==> src/rtl/multi_pos_manager_if.sv <==
// ---------------------------------------------------------------------------
// multi_pos_manager_if
//   Bundles the sensor/clear stimulus and the position/speed results of the
//   multi-channel wheel-encoder position manager.
//
//   Parameters : N_CH  - number of sensor channels
//                POS_W - width of every position counter / difference
//                CLK_W - width of the free-running cycle counter
//   Signals    : sensor    [N_CH]        raw encoder inputs, bit i = channel i
//                clear     [2]           bit0 trip+count_clk, bit1 relative+ovf
//                trip_pos  [N_CH*POS_W]  trip counters, channel i at [i*POS_W +: POS_W]
//                rel_pos   [N_CH*POS_W]  rebased relative counters, same packing
//                pos_diff  [N_CH*POS_W]  rel_pos[i] - rel_pos[0]
//                count_clk [CLK_W]       free-running cycle counter
//                rebase                  high for the cycle a rebase was applied
//                rel_ovf   [N_CH]        sticky relative saturation flags
//   Modports   : master drives sensor/clear, slave (the manager) drives results.
// ---------------------------------------------------------------------------
interface multi_pos_manager_if #(
  parameter int N_CH  = 2,
  parameter int POS_W = 16,
  parameter int CLK_W = 32
);
  logic [N_CH-1:0]       sensor;
  logic [1:0]            clear;
  logic [N_CH*POS_W-1:0] trip_pos;
  logic [N_CH*POS_W-1:0] rel_pos;
  logic [N_CH*POS_W-1:0] pos_diff;
  logic [CLK_W-1:0]      count_clk;
  logic                  rebase;
  logic [N_CH-1:0]       rel_ovf;

  modport master (
    output sensor, clear,
    input  trip_pos, rel_pos, pos_diff, count_clk, rebase, rel_ovf
  );

  modport slave (
    input  sensor, clear,
    output trip_pos, rel_pos, pos_diff, count_clk, rebase, rel_ovf
  );
endinterface

==> src/rtl/multi_pos_manager.sv <==
// ---------------------------------------------------------------------------
// multi_pos_manager
//   N-channel wheel-encoder position manager. Each raw sensor is
//   synchronised, optionally debounced and rising-edge detected. Every
//   rising edge bumps a saturating trip counter and a relative counter.
//   The relative counters are rebased jointly (all minus their common
//   minimum) once any of them reaches its MSB, so inter-channel differences
//   survive indefinitely. A free-running cycle counter supports speed
//   measurement.
//
//   Ports : clk   - system clock, rising edge
//           reset - synchronous, active-high, clears every register
//           bus   - multi_pos_manager_if.slave (sensor, clear in; trip_pos,
//                   rel_pos, pos_diff, count_clk, rebase, rel_ovf out)
//
//   Build option: define POS_MGR_DEBOUNCE_EN to insert a per-channel
//   debounce filter of DEB_CYCLES stable cycles after the synchroniser.
// ---------------------------------------------------------------------------
module multi_pos_manager #(
  parameter int N_CH       = 2,
  parameter int POS_W      = 16,
  parameter int CLK_W      = 32,
  parameter int DEB_CYCLES = 4
) (
  input logic                clk,
  input logic                reset,
  multi_pos_manager_if.slave bus
);

  localparam logic [POS_W-1:0] POS_ZERO = {POS_W{1'b0}};
  localparam logic [POS_W-1:0] POS_ONE  = POS_W'(1);
  localparam logic [POS_W-1:0] POS_MAX  = {POS_W{1'b1}};

  logic [N_CH-1:0]  sync1_r;
  logic [N_CH-1:0]  sync2_r;
  logic [N_CH-1:0]  filt_s;
  logic [N_CH-1:0]  prev_r;
  logic [N_CH-1:0]  inc_s;

  logic [POS_W-1:0] trip_r    [N_CH];
  logic [POS_W-1:0] rel_r     [N_CH];
  logic [POS_W-1:0] rel_nxt_s [N_CH];
  logic [N_CH-1:0]  ovf_r;
  logic [N_CH-1:0]  ovf_nxt_s;
  logic [CLK_W-1:0] clk_cnt_r;
  logic             rebase_r;

  logic [POS_W-1:0] min_s;
  logic             any_msb_s;
  logic             rebase_cond_s;

  // Two-flop synchroniser for the asynchronous encoder inputs
  always_ff @(posedge clk) begin
    if (reset) begin
      sync1_r <= {N_CH{1'b0}};
      sync2_r <= {N_CH{1'b0}};
    end else begin
      sync1_r <= bus.sensor;
      sync2_r <= sync1_r;
    end
  end

`ifdef POS_MGR_DEBOUNCE_EN
  localparam int DEB_W = $clog2(DEB_CYCLES + 1);

  logic [DEB_W-1:0] deb_cnt_r [N_CH];
  logic [N_CH-1:0]  deb_lvl_r;

  // Debounce: adopt the synchronised level only after DEB_CYCLES
  // consecutive cycles of disagreement; any reversion restarts the count
  always_ff @(posedge clk) begin
    if (reset) begin
      deb_lvl_r <= {N_CH{1'b0}};
      for (int i = 0; i < N_CH; i++) begin
        deb_cnt_r[i] <= {DEB_W{1'b0}};
      end
    end else begin
      for (int i = 0; i < N_CH; i++) begin
        if (sync2_r[i] != deb_lvl_r[i]) begin
          if (deb_cnt_r[i] == DEB_W'(DEB_CYCLES - 1)) begin
            deb_lvl_r[i] <= sync2_r[i];
            deb_cnt_r[i] <= {DEB_W{1'b0}};
          end else begin
            deb_cnt_r[i] <= deb_cnt_r[i] + DEB_W'(1);
          end
        end else begin
          deb_cnt_r[i] <= {DEB_W{1'b0}};
        end
      end
    end
  end

  assign filt_s = deb_lvl_r;
`else
  // DEB_CYCLES has no effect in this build; the filtered level is the
  // second synchroniser stage whatever its value.
  if (DEB_CYCLES >= 1) begin : g_nodeb
    assign filt_s = sync2_r;
  end else begin : g_nodeb_any
    assign filt_s = sync2_r;
  end
`endif

  // Previous filtered level for rising-edge detection
  always_ff @(posedge clk) begin
    if (reset) begin
      prev_r <= {N_CH{1'b0}};
    end else begin
      prev_r <= filt_s;
    end
  end

  assign inc_s = filt_s & ~prev_r;

  // Common minimum and MSB scan across all relative counters
  always_comb begin
    min_s     = rel_r[0];
    any_msb_s = 1'b0;
    for (int i = 0; i < N_CH; i++) begin
      if (rel_r[i] < min_s) begin
        min_s = rel_r[i];
      end else begin
        min_s = min_s;
      end
      any_msb_s = any_msb_s | rel_r[i][POS_W-1];
    end
    rebase_cond_s = any_msb_s & (min_s != POS_ZERO);
  end

  // Relative next state: rebase subtracts the minimum from every channel
  // and still adds a coincident increment, so nothing is lost. Since the
  // minimum is at least 1 during a rebase, rel - min + 1 cannot overflow.
  always_comb begin
    for (int i = 0; i < N_CH; i++) begin
      rel_nxt_s[i] = rel_r[i];
      ovf_nxt_s[i] = ovf_r[i];
      if (rebase_cond_s) begin
        rel_nxt_s[i] = rel_r[i] - min_s + POS_W'(inc_s[i]);
      end else if (inc_s[i]) begin
        if (rel_r[i] == POS_MAX) begin
          ovf_nxt_s[i] = 1'b1;
        end else begin
          rel_nxt_s[i] = rel_r[i] + POS_ONE;
        end
      end else begin
        rel_nxt_s[i] = rel_r[i];
      end
    end
  end

  // Trip counters: saturating, cleared by clear[0]
  always_ff @(posedge clk) begin
    for (int i = 0; i < N_CH; i++) begin
      if (reset) begin
        trip_r[i] <= POS_ZERO;
      end else if (bus.clear[0]) begin
        trip_r[i] <= POS_ZERO;
      end else if (inc_s[i] && (trip_r[i] != POS_MAX)) begin
        trip_r[i] <= trip_r[i] + POS_ONE;
      end else begin
        trip_r[i] <= trip_r[i];
      end
    end
  end

  // Relative counters, overflow flags and rebase strobe; clear[1] wins
  // over rebase and increments
  always_ff @(posedge clk) begin
    if (reset) begin
      ovf_r    <= {N_CH{1'b0}};
      rebase_r <= 1'b0;
      for (int i = 0; i < N_CH; i++) begin
        rel_r[i] <= POS_ZERO;
      end
    end else if (bus.clear[1]) begin
      ovf_r    <= {N_CH{1'b0}};
      rebase_r <= 1'b0;
      for (int i = 0; i < N_CH; i++) begin
        rel_r[i] <= POS_ZERO;
      end
    end else begin
      ovf_r    <= ovf_nxt_s;
      rebase_r <= rebase_cond_s;
      for (int i = 0; i < N_CH; i++) begin
        rel_r[i] <= rel_nxt_s[i];
      end
    end
  end

  // Free-running cycle counter, wraps naturally
  always_ff @(posedge clk) begin
    if (reset) begin
      clk_cnt_r <= {CLK_W{1'b0}};
    end else if (bus.clear[0]) begin
      clk_cnt_r <= {CLK_W{1'b0}};
    end else begin
      clk_cnt_r <= clk_cnt_r + CLK_W'(1);
    end
  end

  logic [N_CH*POS_W-1:0] trip_pk_s;
  logic [N_CH*POS_W-1:0] rel_pk_s;
  logic [N_CH*POS_W-1:0] diff_pk_s;

  for (genvar g = 0; g < N_CH; g++) begin : g_pack
    assign trip_pk_s[g*POS_W +: POS_W] = trip_r[g];
    assign rel_pk_s[g*POS_W +: POS_W]  = rel_r[g];
    // Two's-complement difference; a joint rebase leaves it unchanged
    assign diff_pk_s[g*POS_W +: POS_W] = rel_r[g] - rel_r[0];
  end

  assign bus.trip_pos  = trip_pk_s;
  assign bus.rel_pos   = rel_pk_s;
  assign bus.pos_diff  = diff_pk_s;
  assign bus.count_clk = clk_cnt_r;
  assign bus.rebase    = rebase_r;
  assign bus.rel_ovf   = ovf_r;

endmodule

==> src/flat_wrapper.sv <==
// flat-port wrapper written by rule: the top's interface ports become plain ports
module multi_pos_manager_flat 
#(
  parameter int N_CH       = 2,
  parameter int POS_W      = 16,
  parameter int CLK_W      = 32,
  parameter int DEB_CYCLES = 4
)
  (clk, reset, bus_sensor, bus_clear, bus_trip_pos, bus_rel_pos, bus_pos_diff, bus_count_clk, bus_rebase, bus_rel_ovf);
  multi_pos_manager_if #(.N_CH(N_CH), .POS_W(POS_W), .CLK_W(CLK_W)) bus_i ();
  input logic clk;
  input logic reset;
  input wire logic [$bits(bus_i.sensor)-1:0] bus_sensor;
  input wire logic [$bits(bus_i.clear)-1:0] bus_clear;
  output wire logic [$bits(bus_i.trip_pos)-1:0] bus_trip_pos;
  output wire logic [$bits(bus_i.rel_pos)-1:0] bus_rel_pos;
  output wire logic [$bits(bus_i.pos_diff)-1:0] bus_pos_diff;
  output wire logic [$bits(bus_i.count_clk)-1:0] bus_count_clk;
  output wire logic [$bits(bus_i.rebase)-1:0] bus_rebase;
  output wire logic [$bits(bus_i.rel_ovf)-1:0] bus_rel_ovf;
  assign bus_i.sensor = bus_sensor;
  assign bus_i.clear = bus_clear;
  assign bus_trip_pos = bus_i.trip_pos;
  assign bus_rel_pos = bus_i.rel_pos;
  assign bus_pos_diff = bus_i.pos_diff;
  assign bus_count_clk = bus_i.count_clk;
  assign bus_rebase = bus_i.rebase;
  assign bus_rel_ovf = bus_i.rel_ovf;
  multi_pos_manager #(.N_CH(N_CH), .POS_W(POS_W), .CLK_W(CLK_W), .DEB_CYCLES(DEB_CYCLES)) u_core (.clk(clk), .reset(reset), .bus(bus_i));
endmodule
==> config.mk <==
export PLATFORM = sky130hd
export DESIGN_NAME = multi_pos_manager_flat
export DESIGN_NICKNAME = d
export VERILOG_FILES = /design/src/rtl/multi_pos_manager_if.sv /design/src/rtl/multi_pos_manager.sv /design/src/flat_wrapper.sv
export SDC_FILE = /design/constraint.sdc
export NUM_CORES = 1
export LEC_CHECK = 0
export BUFFER_PORTS_ARGS = -buffer_cell sky130_fd_sc_hd__clkbuf_2
export CORE_MARGIN = 5
export CORE_UTILIZATION = 60
export CTS_BUF_LIST = sky130_fd_sc_hd__clkbuf_8
export CTS_CLUSTER_SIZE = 30
export DETAILED_ROUTE_END_ITERATION = 8
export GPL_ROUTABILITY_DRIVEN = 0
export PLACE_DENSITY_LB_ADDON = 0.15
export REMOVE_ABC_BUFFERS = 1
export SLEW_MARGIN = 20
export SYNTH_ARGS = -nofsm -noshare
export SYNTH_HDL_FRONTEND = slang
export SYNTH_SLANG_ARGS = --single-unit
==> constraint.sdc <==
create_clock -name clk -period 10.7 [get_ports clk]
set_clock_uncertainty 0.15 [all_clocks]
set_input_delay 1.07 -clock clk [delete_from_list [all_inputs] [get_ports clk]]
set_output_delay 1.07 -clock clk [all_outputs]
set_load 0.03 [all_outputs]
* Yosys cells after proc, flatten, opt, wreduce, memory -nomap -nowiden
Memory sizes are Yosys's and may differ from the RTL's.
Index checks and enable logic that the tools add are counted.
** Cells by class
- $lt $le $gt $ge :: 1
- Equal/unequal tests :: 4
- Add/sub/neg operators :: 11
- Mux-type cells :: 44
- Bitwise gates (word level) :: 15
- Reductions and logical operators :: 7
** Operators with widths (number)
- 16-bit 2-to-1 mux :: 17
- 16-bit by 1-bit adder with 16-bit output, second input constant :: 4
- 16-bit subtractor :: 4
- 16-bit by 1-bit adder with 16-bit output :: 2
- 32-bit by 1-bit adder with 32-bit output, second input constant :: 1
- 16-bit == test, second input constant :: 2
- 16-bit != test, second input constant :: 2
- 1-bit 2-to-1 mux :: 27
- 16-bit < comparator :: 1
- 16-bit nonzero test :: 1
- 1-bit OR :: 11
- 3-bit AND reduction :: 2
- 2-bit OR reduction :: 2
- 2-bit AND :: 1
- 1-bit logical AND :: 2
- 2-bit inverter :: 1
- 1-bit AND :: 1
- 1-bit inverter :: 1
** Storage, ports and cells
- Register bits :: 41
- Memories :: 2
- Output and inout port bits :: 131
- RAM bits :: 64
- Input port bits :: 6
- Word-level logic and storage cells :: 91
** Memories
- u_core.rel_r :: depth 2, width 16, rd ports 2, clocked after memory_dff 0, wr ports 2, line multi_pos_manager.sv:41 : logic [POS_W-1:0] rel_r [N_CH];
- u_core.trip_r :: depth 2, width 16, rd ports 2, clocked after memory_dff 0, wr ports 2, line multi_pos_manager.sv:40 : logic [POS_W-1:0] trip_r [N_CH];

* Longest topological paths before layout
- Word-level depth :: 9
- Depth in mapped cells :: 24
- Mapped depth without buffers :: 23

* Worst setup path before layout
Ideal clock, no wire load.
- Kind :: reg-to-reg
- From :: mem u_core.rel_r[1][0], in the netlist u_core.rel_r[0][16]
- To :: mem u_core.rel_r[1][14], in the netlist u_core.rel_r[0][30] (data pin)
- Data required time :: 10274 ps
- Arrival time :: 4931 ps
- Setup time :: 276 ps
- Path buffers :: 1
- Setup slack :: 5344 ps
- Clock period less this slack :: 5356 ps
- Cell stages (with the launch flop) :: 25
- Cells stage by stage :: edfxtp_1 -> inv_1 -> ha_1 -> fa_1 -> nand2b_1 -> a21oi_2 -> o41ai_2 -> a21o_1 -> a31oi_1 -> nor2_1 -> clkbuf_1 -> nand2_1 -> o21ai_0 -> ha_1 -> inv_1 -> ha_1 -> fa_1 -> a21oi_1 -> a2bb2oi_1 -> a221o_1 -> a31oi_1 -> a21o_1 -> a21oi_1 -> xor2_1 -> a211oi_1
** RTL lines (line)
- from (decl) :: multi_pos_manager.sv:41

==> report_table.html <==
<table>
<tr><th>Metric</th><th>Value</th></tr>
<tr><th colspan="2">STA</th></tr>
<tr><td>Final worst path period need</td><td>6.051 ns</td></tr>
<tr><td>Worst slew margin relative to its limit</td><td>a little under two fifths</td></tr>
<tr><td>Hold Violations, Final</td><td>0</td></tr>
<tr><td>Setup repair after global routing missed its margin</td><td>false</td></tr>
<tr><td>Max-slew violations</td><td>0</td></tr>
<tr><td>Worst hold margin</td><td>0.2969 ns</td></tr>
<tr><td>Number of failing setup endpoints in the final timing report</td><td>0</td></tr>
<tr><td>Post-route setup TNS</td><td>0 ns</td></tr>
<tr><td>Final cycle utilization of the critical path</td><td>56.55%</td></tr>
<tr><td>Maximum achievable frequency</td><td>165.3 MHz</td></tr>
<tr><td>Worst slew pin tran</td><td>0.9380 ns</td></tr>
<tr><td>Least setup slack across all paths after layout</td><td>4.649 ns</td></tr>
<tr><th colspan="2">Drt</th></tr>
<tr><td>Overall routed net length</td><td>19930 µm</td></tr>
<tr><td>Via-to-Cell Ratio</td><td>between 5 and 6</td></tr>
<tr><td>TritonRoute pass-1 iters</td><td>5</td></tr>
<tr><td>Post-route DRC</td><td>0</td></tr>
<tr><td>Iteration-0 DRC Markers</td><td>520</td></tr>
<tr><td>Number of antenna-violating nets in the routed design</td><td>0</td></tr>
<tr><td>Routed length per instance</td><td>16.35 µm</td></tr>
<tr><td>Detailed-route via count</td><td>7007</td></tr>
<tr><th colspan="2">Die</th></tr>
<tr><td>Overall die area</td><td>16140 µm²</td></tr>
<tr><td>Effective utilization at floorplan</td><td>between 60% and 70%</td></tr>
<tr><td>Vertical die dimension</td><td>127.1 µm</td></tr>
<tr><td>Std-Cell Core Area</td><td>13350 µm²</td></tr>
<tr><td>Total number of placement rows</td><td>42</td></tr>
<tr><td>Num ports</td><td>around 140</td></tr>
<tr><td>Horizontal die dimension</td><td>127.1 µm</td></tr>
<tr><th colspan="2">Setup path</th></tr>
<tr><td>CP most frequent cell</td><td>sky130_fd_sc_hd__ha_1</td></tr>
<tr><td>Startpoint type of the worst setup path</td><td>flop</td></tr>
<tr><td>Number of cells on the worst reg-to-reg path</td><td>22</td></tr>
<tr><td>Arrival time worst endpoint</td><td>6.00 ns</td></tr>
<tr><td>Delay-heaviest family, CP</td><td>compound AO/OA/AOI/OAI gates</td></tr>
<tr><td>Kind of end point of the critical path</td><td>flop</td></tr>
<tr><td>Reg2Reg Launch Point</td><td>u_core.rel_r[0][16]$_SDFFCE_PN0P_</td></tr>
<tr><td>Largest incremental delay on the critical path</td><td>0.64 ns</td></tr>
<tr><td>Cell breakdown of the critical path</td><td>inv_1, ha_1, fa_1, nand2b_1, a21oi_2, o41ai_2, a21o_1, a31oi_1, nor2_2, o21ai_0, ha_1, inv_1, ha_1, fa_1, a21oi_1, a2bb2oi_1, a221o_1, a31oi_1, a21o_1, a21oi_1, xor2_1, a211oi_1</td></tr>
<tr><td>Reg2reg end</td><td>u_core.rel_r[0][30]$_SDFFCE_PN0P_</td></tr>
<tr><td>Critical path endpoint</td><td>u_core.rel_r[0][30]$_SDFFCE_PN0P_</td></tr>
<tr><td>Critical path buffer and inverter count</td><td>2</td></tr>
<tr><td>Slack of the worst reg-to-reg path</td><td>4.65 ns</td></tr>
<tr><td>Instance count on the critical path</td><td>22</td></tr>
<tr><td>Critical path class</td><td>reg2reg</td></tr>
<tr><td>Crit path launch</td><td>u_core.rel_r[0][16]$_SDFFCE_PN0P_</td></tr>
<tr><td>WP data required</td><td>10.65 ns</td></tr>
<tr><td>Worst Path Max Fanout</td><td>20</td></tr>
<tr><td>CP max stage cell</td><td>sky130_fd_sc_hd__nor2_2</td></tr>
<tr><th colspan="2">Cells and area</th></tr>
<tr><td>Layout Cell Area excl Fill</td><td>9001 µm²</td></tr>
<tr><td>Final net count</td><td>1107</td></tr>
<tr><td>Fraction of layout instances using a drive strength above 1</td><td>17.07%</td></tr>
<tr><td>Commonest non-fill, non-tap cells in the layout</td><td>sky130_fd_sc_hd__clkbuf_2, sky130_fd_sc_hd__nor2_1, sky130_fd_sc_hd__nand2_1</td></tr>
<tr><td>Antenna diodes</td><td>0</td></tr>
<tr><td>Synthesis-to-finish area growth</td><td>9.481%</td></tr>
<tr><td>Most common cell after layout, fill and taps aside</td><td>sky130_fd_sc_hd__clkbuf_2</td></tr>
<tr><th colspan="2">Placement</th></tr>
<tr><td>Place WS</td><td>4.717 ns</td></tr>
<tr><td>Post-DP HPWL</td><td>about 15000 µm</td></tr>
<tr><td># port buffers</td><td>120</td></tr>
<tr><td>Standard cell area after detailed placement</td><td>8806 µm²</td></tr>
<tr><th colspan="2">GRT</th></tr>
<tr><td>Via count of the first global-routing pass</td><td>6714</td></tr>
<tr><td>Pin count of the biggest net entering global routing</td><td>38</td></tr>
<tr><td>Combined global-route utilization of all metal layers</td><td>~24%</td></tr>
<tr><td>Global route total overflow</td><td>0</td></tr>
<tr><td>Antenna violations before repair</td><td>0</td></tr>
<tr><td>Wire length of the first global-routing pass</td><td>32580 µm</td></tr>
<tr><th colspan="2">Logic synthesis</th></tr>
<tr><td>Area contributors post-synth</td><td>sky130_fd_sc_hd__edfxtp_1, sky130_fd_sc_hd__dfxtp_1, sky130_fd_sc_hd__ha_1, sky130_fd_sc_hd__xnor2_1, sky130_fd_sc_hd__xor2_1</td></tr>
<tr><td>Average cell area after synthesis</td><td>8.700 µm²</td></tr>
<tr><td>Area of the mapped netlist</td><td>about 8000 µm²</td></tr>
<tr><td>Register bit total from synthesis</td><td>105</td></tr>
<tr><td>Sequential cell area fraction in the yosys report</td><td>33.36%</td></tr>
<tr><td>Post-synthesis cell type count</td><td>68</td></tr>
<tr><td>Instance count of the mapped netlist</td><td>945</td></tr>
<tr><td>Dominant register cell in the synthesized netlist</td><td>sky130_fd_sc_hd__edfxtp_1</td></tr>
<tr><td>Warnings, synthesis</td><td>0</td></tr>
<tr><td>Proportion of netlist area held by the largest area contributor</td><td>23.38%</td></tr>
<tr><td>Number of flops mapped to enable cells by yosys</td><td>64</td></tr>
<tr><td>Post-synth top area cell</td><td>sky130_fd_sc_hd__edfxtp_1</td></tr>
<tr><td>Async S/R FF share, synth</td><td>0%</td></tr>
<tr><th colspan="2">Clock tree</th></tr>
<tr><td>Clock Path Buffers</td><td>2</td></tr>
<tr><td>Cell chosen for the clock root</td><td>sky130_fd_sc_hd__clkbuf_8</td></tr>
<tr><td>Worst-skew pair later-pin latency</td><td>~0.38 ns</td></tr>
<tr><td>TritonCTS buffer count</td><td>9</td></tr>
<tr><td>CTS tree</td><td>yes</td></tr>
<tr><td>Clock tree sinks</td><td>roughly 110</td></tr>
<tr><td>Number of setup buffers added after CTS</td><td>0</td></tr>
<tr><td>Count of hold buffers inserted by post-cts repair</td><td>0</td></tr>
<tr><td>CTS H-tree depth</td><td>3</td></tr>
<tr><td>Clock-pin slew on the worst setup and hold paths</td><td>0.11 ns</td></tr>
<tr><td>Resize count post-CTS</td><td>0</td></tr>
<tr><th colspan="2">Flow run</th></tr>
<tr><td>Number of violations of the max-capacitance limit</td><td>0</td></tr>
<tr><th colspan="2">Worst hold path</th></tr>
<tr><td>Class of the tightest hold or removal check</td><td>reg2reg</td></tr>
<tr><th colspan="2">Status</th></tr>
<tr><td>Result of the run</td><td>finished clean</td></tr>
</table>
sequential cells by signal, indices dropped and copies added (netlist names):
signal                count
u_core.rel_r             32
u_core.bus.rebase         1
u_core.sync1_r            2
u_core.bus.count_clk     32
u_core.bus.rel_ovf        2
u_core.trip_r            32
u_core.filt_s             2
u_core.prev_r             2
cell type report:
class / count / area, µm²
Sequential cell: 105 / 2743
Clock inverter: 7 / 71.32
Timing Repair Buffer: 121 / 608.1
Inverter: 47 / 176.4
Multi-Input combinational cell: 754 / 5059
Fill cell: 1109 / 4347
Clock buffer: 9 / 123.9
Tap cell: 176 / 220.2
stage by stage:
stage	std cells	util, %
3_3_place_gp	1203	65.95
6_report	1219	67.44
3_5_place_dp	1203	65.97
2_1_floorplan	906	-
5_1_grt	1219	67.44
4_1_cts	1219	67.44
cells by family after synthesis:
family / share of synthesized area (%)
XOR/XNOR: 13.70
buffers and inverters: 5.829
adder cells (fa/ha/maj): 9.862
other: 0.04561
AO/OA/AOI/OAI: 14.52
AND/OR/NAND/NOR: 22.69
flip-flops: 33.36
worst min path at each step:
stage	from	to	cells after the start
final	u_core.sync1_r[0]$_SDFF_PP0_	u_core.filt_s[0]$_SDFF_PP0_	1
after CTS	u_core.sync1_r[1]$_SDFF_PP0_	u_core.filt_s[1]$_SDFF_PP0_	1
after detailed placement	u_core.sync1_r[1]$_SDFF_PP0_	u_core.filt_s[1]$_SDFF_PP0_	1
after global routing	u_core.sync1_r[1]$_SDFF_PP0_	u_core.filt_s[1]$_SDFF_PP0_	1
after floorplan	u_core.sync1_r[0]$_SDFF_PP0_	u_core.filt_s[0]$_SDFF_PP0_	1
after global placement	u_core.sync1_r[0]$_SDFF_PP0_	u_core.filt_s[0]$_SDFF_PP0_	1
Yosys cell counts, types with 3 or more instances:
cell type	count
sky130_fd_sc_hd__a21o_1	14
sky130_fd_sc_hd__edfxtp_1	64
sky130_fd_sc_hd__a211oi_1	16
sky130_fd_sc_hd__a31oi_1	6
sky130_fd_sc_hd__and3_1	34
sky130_fd_sc_hd__o21ai_1	3
sky130_fd_sc_hd__or2_2	7
sky130_fd_sc_hd__buf_4	18
sky130_fd_sc_hd__and2_1	7
sky130_fd_sc_hd__nand2b_1	8
sky130_fd_sc_hd__dfxtp_1	41
sky130_fd_sc_hd__nand3_1	44
sky130_fd_sc_hd__o21a_1	8
sky130_fd_sc_hd__buf_6	4
sky130_fd_sc_hd__o21ai_0	30
sky130_fd_sc_hd__nor3_1	42
sky130_fd_sc_hd__xor2_1	58
sky130_fd_sc_hd__nor4_1	9
sky130_fd_sc_hd__nand4_1	13
sky130_fd_sc_hd__inv_1	47
sky130_fd_sc_hd__nand2_1	79
sky130_fd_sc_hd__nor2_1	102
sky130_fd_sc_hd__or3_1	8
sky130_fd_sc_hd__clkbuf_1	29
sky130_fd_sc_hd__a211oi_2	15
sky130_fd_sc_hd__xnor2_1	68
sky130_fd_sc_hd__a21oi_1	52
sky130_fd_sc_hd__nor2b_1	9
sky130_fd_sc_hd__ha_1	60
sky130_fd_sc_hd__fa_1	3
metal layers:
| layer | track usage [%] | part of all wire (%) | vias up |
|---|---|---|---|
| met4 | 8.139 | 2.1 | 0 |
| met5 | 0 | 0 | - |
| met3 | 2.880 | 6.1 | 36 |
| met1 | 33.34 | 45 | 3227 |
| li1 | - | - | 3494 |
| met2 | 40.04 | 47 | 250 |
Power is left out: the tool's default activity adds up to more than one toggle a clock period on the data nets, which glitch-free logic cannot reach.
